===== config.mk =====
export PLATFORM = sky130hd
export DESIGN_NAME = regfile_wb_arbiter
export DESIGN_NICKNAME = d
export VERILOG_FILES = /design/src/rtl/rf_pkg.sv /design/src/rtl/rr_arb2.sv /design/src/rtl/regfile_wb_arbiter.sv
export SDC_FILE = /design/constraint.sdc
export NUM_CORES = 1
export LEC_CHECK = 0
export BUFFER_PORTS_ARGS = -buffer_cell sky130_fd_sc_hd__buf_2
export CORE_UTILIZATION = 40
export CTS_CLUSTER_SIZE = 24
export DETAILED_ROUTE_END_ITERATION = 10
export PLACE_DENSITY_LB_ADDON = 0.05
export SETUP_SLACK_MARGIN = 0.15
export SLEW_MARGIN = 10
export SYNTH_ARGS = -nofsm -noshare
export SYNTH_HDL_FRONTEND = slang
export SYNTH_HIERARCHICAL = 1
export SYNTH_SLANG_ARGS = --single-unit

===== constraint.sdc =====
create_clock -name clk -period 8.62 [get_ports clk]
set_input_delay 1.724 -clock clk [delete_from_list [all_inputs] [get_ports clk]]
set_output_delay 1.724 -clock clk [all_outputs]
set_load 0.02 [all_outputs]

===== src/rtl/rf_pkg.sv =====
// Shared constants for the register-file writeback path.
package rf_pkg;
    localparam int   NREG    = 32;
    localparam int   AW      = $clog2(NREG);
    localparam logic GNT_ALU = 1'b0;
    localparam logic GNT_MEM = 1'b1;
endpackage


===== src/rtl/rr_arb2.sv =====
// Two-requester round-robin arbiter; bit 0 is ALU, bit 1 is MEM.
module rr_arb2
    import rf_pkg::*;
(
    input  logic       clk,
    input  logic       rst,
    input  logic [1:0] req,
    input  logic       advance,
    output logic [1:0] gnt
);

    logic last_grant;

    always_comb begin
        gnt = req;
        if (req == 2'b11) begin
            gnt = (last_grant == GNT_MEM) ? 2'b01 : 2'b10;
        end
    end

    // Only a completed transfer moves the priority pointer.
    always_ff @(posedge clk or posedge rst) begin
        if (rst) begin
            last_grant <= GNT_MEM;
        end else if (advance) begin
            last_grant <= gnt[1] ? GNT_MEM : GNT_ALU;
        end
    end

endmodule


===== src/rtl/regfile_wb_arbiter.sv =====
// Arbitrates ALU/load writebacks onto the single register-file write port
// and tracks in-flight destinations to stall hazardous issues.
module regfile_wb_arbiter
    import rf_pkg::*;
#(
    parameter int N    = 32,
    parameter int NREG = 32,
    parameter int AW   = $clog2(NREG)
) (
    input  logic          clk,
    input  logic          rst,
    input  logic          issue_valid,
    input  logic          issue_wr,
    input  logic [AW-1:0] issue_rd,
    input  logic [AW-1:0] issue_rs1,
    input  logic [AW-1:0] issue_rs2,
    output logic          issue_stall,
    input  logic          alu_valid,
    input  logic [AW-1:0] alu_rd,
    input  logic [N-1:0]  alu_data,
    output logic          alu_ready,
    input  logic          mem_valid,
    input  logic [AW-1:0] mem_rd,
    input  logic [N-1:0]  mem_data,
    output logic          mem_ready,
    output logic          regWrite,
    output logic [AW-1:0] wr_rd,
    output logic [N-1:0]  wr_data,
    output logic          wb_err
);

    logic [1:0]      gnt;
    logic            xfer;
    logic [AW-1:0]   sel_rd;
    logic [N-1:0]    sel_data;
    logic            issue_fire;
    logic [NREG-1:0] pending;
    logic [NREG-1:0] pending_nxt;

    rr_arb2 u_arb (
        .clk     (clk),
        .rst     (rst),
        .req     ({mem_valid, alu_valid}),
        .advance (xfer),
        .gnt     (gnt)
    );

    assign alu_ready = gnt[0];
    assign mem_ready = gnt[1];
    assign xfer      = |gnt;

    always_comb begin
        sel_rd   = alu_rd;
        sel_data = alu_data;
        if (gnt[1]) begin
            sel_rd   = mem_rd;
            sel_data = mem_data;
        end
    end

    // No bypass: a write landing this cycle still stalls its readers.
    assign issue_stall = issue_valid &
                         (pending[issue_rs1] | pending[issue_rs2] |
                          (issue_wr & pending[issue_rd]));
    assign issue_fire  = issue_valid & issue_wr & ~issue_stall & (issue_rd != '0);

    always_comb begin
        pending_nxt = pending;
        if (regWrite) begin
            pending_nxt[wr_rd] = 1'b0;
        end
        if (issue_fire) begin
            pending_nxt[issue_rd] = 1'b1;
        end
        pending_nxt[0] = 1'b0;
    end

    always_ff @(posedge clk or posedge rst) begin
        if (rst) begin
            pending <= '0;
        end else begin
            pending <= pending_nxt;
        end
    end

    // x0 transfers are acknowledged but never reach the register file.
    always_ff @(posedge clk or posedge rst) begin
        if (rst) begin
            regWrite <= 1'b0;
            wr_rd    <= '0;
            wr_data  <= '0;
        end else begin
            regWrite <= xfer && (sel_rd != '0);
            if (xfer && (sel_rd != '0)) begin
                wr_rd   <= sel_rd;
                wr_data <= sel_data;
            end
        end
    end

    always_ff @(posedge clk or posedge rst) begin
        if (rst) begin
            wb_err <= 1'b0;
        end else if (xfer && (sel_rd != '0) && !pending[sel_rd]) begin
            wb_err <= 1'b1;
        end
    end

endmodule


==> out/metrics.cfg, run 1 <==
[run_status]
status=finished clean

[global_routing]
grt_max_degree=73
grt_pass1_vias=3998
gr-total-overflow=0
grt.total_usage=0.232
grt_pass1_wl_um=20900
antenna_found_initial=1

[timing]
worst_slew_pin_slew_ps=1110
finalCritPeriodShare=0.686
hold_violations=0
slew_headroom=0.239
finalSetupViolCount=0
rsz0062_at_grt=no
fmax_ghz=0.169
final.setup.tns_ps=0
fin_skew_ps=10.0
period_minus_slack_ps=5910
maxSlewViolCount=0

[drt]
dr.pass1.iters=4
drt_wl_total_um=13400
num_vias=4075
first_iter_violations=259
drc=0
wl_per_cell_um=18.7
via_per_inst=5.70
antenna_left=0

[pwr]
power_w=0.00155
p_switching_w=0.000620
p_seq_frac=0.381
ir_worst_vdd_mv=0.125
switching_share=0.399
p_int_w=0.000934
clock_power_share=0.240
powerDensity_nw_per_um2=272
pwr-share-comb=0.379
leakage_nw=2.54

[worst_setup_path]
crit_top_cell=buf_2
crit_path_cell_trace=buf_2 -> mux2i_1 -> o22ai_1 -> or4_1 -> nor2_1 -> a311oi_1 -> o21a_1 -> buf_2
start_kind=primary input
ff2ff_path_depth=7
cp-end-kind=primary output
slowest_stage=or4_1
cp.arrival_ps=4190
cpPeakStageDelay_ps=930
criticalPathCategory=in -> out
required_ps=6900
crit_fanout=26

[min_path]
holdPathStages=2
min_path_type=reg -> reg

[layout]
seqCellArea_um2=1780
postLayoutCellArea_um2=5710
multi_input_area_um2=2690
fillCellCount=1096
utilization=0.502
antenna_cells=0
layout.cells.non_filler=715
final_nets=662
drive_gt1_frac=0.365
syn_to_final_growth_pct=22.4

[logic_synthesis]
synth.distinct_cells=49
synth_common_cells=dfrtp_1, mux2i_1, o21ai_0, nand2_1, o41ai_2
yosysWarnings=6
synth.top_cell.area_share=0.376
synth-edff-count=0
postSynthCellCount=452
synth-main-ff-cell=dfrtp_1
async_flop_share=1.00
synth_nets=547
netlist_top_cells_area=dfrtp_1, mux2i_1, o41ai_2
synth_area_um2=4660
syn_avg_cell_area_um2=10.3
yosys_register_bits=71
yosysTopAreaCell=dfrtp_1
yosysSeqAreaShare=0.381

[clock_tree]
postCtsSetupRepairBufs=0
cts_root_buf=clkbuf_16
clock_latency_ps=340
cts_resized=0
cts_sinks=71
cts_hold_buffers=0
clkTransAtPathRegs_ps=60
numCtsBuffers=9
htree_levels=3
cts_tree=yes
clock_path_buffers=2

[placement]
numPortBuffers=136
placed_cell_area_um2=5410
place.gp.congestion=0.871
dp_cells=699
dp_hpwl_um=10000

[floorplan]
rows=39
die_w_um=110
chipHeight_um=110
fp.coreArea_um2=11400
die_area_um2=12100
initial_core_util=0.410
ios=137

[run]
max-cap-violations=0

==> worst max-delay path, delay by kind of cell <==
family                 cells  cell delay [ps]
AO/OA/AOI/OAI              3              360
AND/OR/NAND/NOR            2             1140
multiplexers               1              280
buffers and inverters      2              670
==> registers in the layout (all words and copies together), names as in the netlist <==
signal,count
wr_data,32
pending,31
wr_rd,5
regWrite,1
u_arb/last_grant,1
wb_err,1
==> routing by layer <==
| layer | global-route usage | wire [µm] |
|---|---|---|
| met3 | 0.0462 | 895 |
| met4 | 0.0971 | 276 |
| met5 | 0 | 0 |
| met2 | 0.374 | 6160 |
| met1 | 0.302 | 6040 |
==> cell families (layout without fill, tap and decap cells) <==
kind of cell | count (synthesis) | in the layout | synth area share
mux | 91 | 91 | 0.231
compound gates | 132 | 132 | 0.224
buf+inv | 49 | 169 | 0.0445
flops | 71 | 71 | 0.381
simple gates | 109 | 109 | 0.120
==> cell type report <==
cell class | count | area share
clock buffers | 10 | 0.0401
clock inverters | 6 | 0.0118
inverters | 11 | 0.00724
multi-input cells | 332 | 0.471
flip-flops and latches | 71 | 0.312
well taps | 143 | 0.0314
repair buffers | 142 | 0.127
==> path summary, 6_finish.rpt <==
kind | start | end | slack, ps
min | wr_data[12]$_DFFE_PP0P_ | wr_data[12]$_DFFE_PP0P_ | 470
max reg2reg | u_arb/last_grant$_DFFE_PP1P_ | wb_err$_DFFE_PP0P_ | 5330
max | issue_rd[1] | issue_stall | 2710
min reg2reg | wr_data[12]$_DFFE_PP0P_ | wr_data[12]$_DFFE_PP0P_ | 470
max in group asynchronous | rst | pending[20]$_DFF_PP0_ | 6390
min in group asynchronous | rst | u_arb/last_grant$_DFFE_PP1P_ | 1390
==> power by group through the flow <==
stage	combinational [W]	sequential, W	clock [W]
6_report	0.000589	0.000592	0.000373
5_1_grt	0.000641	0.000609	0.000389
2_1_floorplan	0.000404	0.000572	0
4_1_cts	0.000591	0.000588	0.000377
3_5_place_dp	0.000589	0.000592	0
3_3_place_gp	0.000588	0.000594	0
==> per-stage QoR <==
step,hold WS [ps],setup slack [ps]
final,474,2710
after detailed placement,455,2720
after CTS,478,2720
after floorplan,519,3380
after global routing,508,2590
after global placement,458,2760
==> cell usage in the layout, fill, tap and decap left out, types with 2 or more instances in the layout <==
cell / instances
o41ai_2: 24
mux4_2: 12
a22oi_1: 2
mux2i_1: 70
a32oi_1: 2
mux2_2: 6
nor3b_1: 3
o32ai_1: 2
o22ai_1: 10
clkbuf_16: 9
a31oi_1: 2
nand4_1: 3
a2111oi_0: 2
a221oi_1: 2
nand2b_1: 4
or3_1: 3
buf_4: 6
nor2b_1: 3
nor2_1: 13
nor3_1: 4
o21ai_0: 69
clkinvlp_4: 2
o41ai_1: 7
nand3_1: 6
dfrtp_1: 70
nor4_1: 4
nand3b_1: 10
mux2_1: 2
inv_1: 9
nand2_1: 47
inv_6: 2
buf_2: 136
or3b_2: 5
Note: power is estimated with default switching activity, not from simulation.
==> run 2, diff against run 1 <==
--- a/config.mk
+++ b/config.mk
@@ -5,6 +5,7 @@
 export SDC_FILE = /design/constraint.sdc
 export NUM_CORES = 1
 export LEC_CHECK = 0
+export ABC_AREA = 1
 export BUFFER_PORTS_ARGS = -buffer_cell sky130_fd_sc_hd__buf_2
 export CORE_UTILIZATION = 40
 export CTS_CLUSTER_SIZE = 24
==> constraint.sdc (replaced) <==
create_clock -name clk -period 6 [get_ports clk]
set_input_delay 1.2 -clock clk [delete_from_list [all_inputs] [get_ports clk]]
set_output_delay 1.2 -clock clk [all_outputs]
set_load 0.02 [all_outputs]
==> run 2 against run 1 <==
Sequential share of layout area up 0.18 points. Flip-flop and latch count unchanged. Final area down 0.57%. Critical path depth up 7. Largest power group unchanged. Power up 37%. Area after synthesis up 1.5%. Worst setup slack worse by 1100 ps.
==> out/metrics.cfg, run 2 <==
[run_status]
status=finished clean

[pwr]
powerDensity_nw_per_um2=375
ir_worst_vdd_mv=0.178
leakage_nw=2.93

[drt]
num_vias=5264
drt_wl_total_um=15800
antenna_left=0
dr.pass1.iters=5
first_iter_violations=358
drc=0
via_per_inst=5.28
wl_per_cell_um=15.8

[min_path]
min_path_type=reg -> reg
min-delay-start=u_arb/last_grant$_DFFE_PP1P_

[global_routing]
grt_pass1_vias=4951
grt_max_degree=71
grt_pass1_wl_um=25600
gr-total-overflow=0
antenna_found_initial=0
grt.total_usage=0.264

[logic_synthesis]
synth_most_common_cell=nand2_1
synth_common_cells=nand2_1, nand3_1, nor2_1, dfrtp_1, inv_1
yosysWarnings=6
async_flop_share=1.00
netlist_top_cells_area=dfrtp_1, nand2_1, nand3_1
synth_nets=832
synth-main-ff-cell=dfrtp_1
yosysTopAreaCell=dfrtp_1
yosys_register_bits=71
syn_avg_cell_area_um2=6.42
synth-edff-count=0
synth_area_um2=4730
yosysSeqAreaShare=0.376
synth.distinct_cells=27
postSynthCellCount=737
synth.top_cell.area_share=0.370

[clock_tree]
cts_resized=0
cts_hold_buffers=0
htree_levels=3
clock_latency_ps=330
cts_tree=yes
clock_path_buffers=2
cts_root_buf=clkbuf_16
postCtsSetupRepairBufs=0
clkTransAtPathRegs_ps=50
numCtsBuffers=9
cts_sinks=71

[worst_setup_path]
required_ps=6260
criticalPathCategory=in -> reg
reg2reg_from=u_arb/last_grant$_DFFE_PP1P_
cp.arrival_ps=4670
cp-startpoint=alu_valid
cp-end-kind=flop
crit_fanout=67
start_kind=primary input

[placement]
dp_cells=982
dp_hpwl_um=11400
place.gp.congestion=0.910
numPortBuffers=136

[timing]
finalSetupViolCount=0
maxSlewViolCount=0
final.setup.tns_ps=0
rsz0062_at_grt=no
worst_slew_pin_slew_ps=1160
fmax_ghz=0.227
period_minus_slack_ps=4410
hold_violations=0
finalCritPeriodShare=0.735
fin_skew_ps=6.49
slew_headroom=0.223
fin_hold_ws_ps=484

[floorplan]
chipHeight_um=111
die_w_um=111
ios=137
initial_core_util=0.413
die_area_um2=12300
rows=39
fp.coreArea_um2=11500

[layout]
largestRegisters=wr_data (32), pending (31), wr_rd (5)
final_nets=945
utilization=0.495
final_common_cell=nand2_1
drive_gt1_frac=0.189
regMostFlops=wr_data
largest_register_ffs=32
antenna_cells=0
syn_to_final_growth_pct=19.9
final_cell_mix=nand2_1, buf_2, nand3_1
layout.cells.non_filler=997

[run]
max-cap-violations=0

[run 2: cell count changes in the layout (fill, tap and decap cells not counted), moves of 9 or more]
cell,before,now
nand2_1,47,247
nand3_1,6,115
mux2i_1,70,0
nor2_1,13,73
inv_1,9,68
a31oi_1,2,32
o41ai_2,24,0
o21ai_0,69,53
mux4_2,12,0
o22ai_1,10,0
nand3b_1,10,1
[run 2: final timing paths]
path | end | slack (ps) | depth (start not counted)
setup / recovery | wb_err$_DFFE_PP0P_ | 1590 | 15
max in group asynchronous | pending[27]$_DFF_PP0_ | 4250 | 3
hold / removal | u_arb/last_grant$_DFFE_PP1P_ | 480 | 2
setup reg to reg | wb_err$_DFFE_PP0P_ | 1990 | 14
hold reg to reg | u_arb/last_grant$_DFFE_PP1P_ | 480 | 2
min in group asynchronous | u_arb/last_grant$_DFFE_PP1P_ | 880 | 2
[run 2: kinds of logic (layout without fill, tap and decap cells)]
group                  count (synthesis)  after routing  share of synthesized area
AND/OR/NAND/NOR                      451            451                      0.395
flip-flops                            71             71                      0.376
AO/OA/AOI/OAI                        107            107                      0.128
buffers and inverters                108            225                      0.101
[run 2: layout make-up]
class,instances,area (µm²)
fill,1205,5790
multi-input combinational,558,2470
sequential,71,1780
timing repair buffer,138,696
inverter,72,270
clock buffer,12,256
tap,143,179
clock inverter,3,18.8
[run 2: where the power goes]
group | internal, W | switching, W | leakage [nW]
Combinational | 0.000254 | 0.000481 | 1.97
Sequential | 0.000637 | 0.000261 | 0.824
Clock | 0.000299 | 0.000194 | 0.138
[run 2: critical path: stages]
cell,delay [ps]
buf_2,80
nand2_1,60
and2_1,140
buf_4,250
inv_2,490
nand2_1,100
nand2_1,660
inv_1,130
nand4_1,150
nand2_2,140
inv_2,730
nand3_1,170
inv_1,140
nand3_1,90
nand3b_1,90
[run 2: through the flow]
stage	worst slack [ps]	area (µm²)	power, W
floorplan	2470	4730	0.00129
global placement	1400	5400	0.00163
detailed placement	1270	5400	0.00163
CTS	1610	5670	0.00212
global route	1030	5670	0.00227
finish	1590	5670	0.00213
[run 2: routing by layer]
metal	vias up	GRT usage	part of all wire
li1	2624	-	-
met1	2369	0.347	0.43
met2	233	0.398	0.44
met3	38	0.0601	0.079
met4	0	0.149	0.047
met5	-	0	0
==> run 3, diff against run 2 <==
==> constraint.sdc (replaced) <==
create_clock -name clk -period 3.7 [get_ports clk]
set_input_delay 0.74 -clock clk [delete_from_list [all_inputs] [get_ports clk]]
set_output_delay 0.74 -clock clk [all_outputs]
set_load 0.02 [all_outputs]
==> run 3 against run 2 <==
Wire length rose by 1.2%. Clock power rose by 110%. Largest power group unchanged. Clock skew grew 3.5 ps. Via count increased by 0.80%. Hold slack worse by 70 ps. Critical endpoint is now issue_stall.
==> out/metrics.cfg, run 3 (same netlist as run 2, synthesis figures left out) <==
[run_status]
status=finished clean

[pwr]
powerDensity_nw_per_um2=636
leakage_nw=2.99
ir_worst_vdd_mv=0.364

[worst_setup_path]
required_ps=2960
slowest_stage=buf_2
critical_path_depth=12
crit_top_cell=nand2_1
criticalPathCategory=in -> out
crit_path_cell_trace=buf_2 -> inv_1 -> nor2_1 -> nand2_1 -> nand3_1 -> nand2_1 -> nand2_1 -> nor2_1 -> a21boi_1 -> o21ai_0 -> inv_1 -> buf_2
reg2reg_from=u_arb/last_grant$_DFFE_PP1P_
cp-startpoint=issue_rd[0]
ff2ff_path_depth=12
cp-end-kind=primary output
cpPeakStageDelay_ps=360
path_buf_inv=4
cp.arrival_ps=2320
crit_fanout=28
start_kind=primary input
cp_top_family=buffers and inverters

[clock_tree]
cts_root_buf=clkbuf_16
numCtsBuffers=9
clkTransAtPathRegs_ps=60
cts_hold_buffers=0
cts_resized=0
cts_tree=yes
clock_path_buffers=2
htree_levels=3
postCtsSetupRepairBufs=0
cts_sinks=71
clock_latency_ps=330

[global_routing]
met1_usage=0.353
grt-busiest-layer=met2
grtUsageMet3=0.0443
grt.total_usage=0.264
grt_pass1_vias=4885
gr-total-overflow=0
grt_max_degree=66
grt_pass1_wl_um=25600
met2_usage=0.412
antenna_found_initial=0

[min_path]
min_path_type=in -> async

[drt]
first_iter_violations=437
num_vias=5306
via_per_inst=5.28
antenna_left=0
drt_wl_total_um=16000
drc=0
wl_per_cell_um=15.9
dr.pass1.iters=5

[layout]
antenna_cells=0
syn_to_final_growth_pct=22.5
largest_register_ffs=32
final_common_cell=nand2_1
final_cell_mix=nand2_1, buf_2, nand3_1
drive_gt1_frac=0.196
layout.cells.non_filler=1004
final_nets=951
largestRegisters=wr_data (32), pending (31), wr_rd (5)
regMostFlops=wr_data
fillCellCount=1202

[placement]
dp_cells=988
place.gp.congestion=0.906
dp_hpwl_um=11900
numPortBuffers=136

[timing]
finalSetupViolCount=0
maxSlewViolCount=0
hold_violations=0
final.setup.tns_ps=0
fin_skew_ps=9.96
worst_slew_pin_slew_ps=947
rsz0062_at_grt=no
fmax_ghz=0.327
period_minus_slack_ps=3060
slew_headroom=0.368
finalCritPeriodShare=0.827

[floorplan]
initial_core_util=0.413
rows=39
die_w_um=111
chipHeight_um=111
die_area_um2=12300
ios=137
fp.coreArea_um2=11500

[run]
max-cap-violations=0

-- run 3: cell count changes in the layout (fill, tap and decap cells not counted) --
cell,previous run,this run
inv_8,0,1
inv_6,0,1
clkinv_2,2,0
bufinv_16,0,3
clkbuf_1,1,0
clkinv_4,1,2
buf_4,2,8
clkbuf_8,2,0
-- run 3: per-stage QoR --
step                      instance area [µm²]  setup WS [ps]  power [W]   util  hold slack (ps)
after floorplan                          4730           1090    0.00210      -              453
after global placement                   5440            697    0.00264  0.475              463
after detailed placement                 5440            674    0.00265  0.475              468
after CTS                                5800            667    0.00368  0.505              409
after global routing                     5800            412    0.00392  0.505              419
final                                    5800            640    0.00368  0.505              414
-- run 3: worst paths after layout --
path	to	slack, ps
worst max-delay path	issue_stall	640
worst min-delay path	u_arb/last_grant$_DFFE_PP1P_	410
worst max register to register	wr_data[3]$_DFFE_PP0P_	1150
worst min register to register	u_arb/last_grant$_DFFE_PP1P_	480
max in group asynchronous	wr_data[23]$_DFFE_PP0P_	2520
min in group clk	u_arb/last_grant$_DFFE_PP1P_	480
-- run 3: layout make-up --
| class | instances | area (µm²) | area share |
|---|---|---|---|
| Clock buffer | 9 | 225 | 0.0389 |
| Clock inverter | 7 | 128 | 0.0220 |
| Inverter | 72 | 270 | 0.0466 |
| Multi-Input combinational cell | 558 | 2470 | 0.427 |
| Sequential cell | 71 | 1780 | 0.307 |
| Tap cell | 143 | 179 | 0.0309 |
| Timing Repair Buffer | 144 | 741 | 0.128 |
-- run 3: metal layers --
metal,wire (µm),part of all wire
met1,6940,0.43
met2,7200,0.45
met3,1090,0.068
met4,728,0.046
met5,0,0
-- run 3: power breakdown --
| group | switching, W | leakage [nW] | internal, W |
|---|---|---|---|
| clock network | 0.000349 | 0.172 | 0.000668 |
| logic | 0.000823 | 2.00 | 0.000420 |
| registers | 0.000391 | 0.824 | 0.00103 |
| total | 0.00156 | 2.99 | 0.00212 |
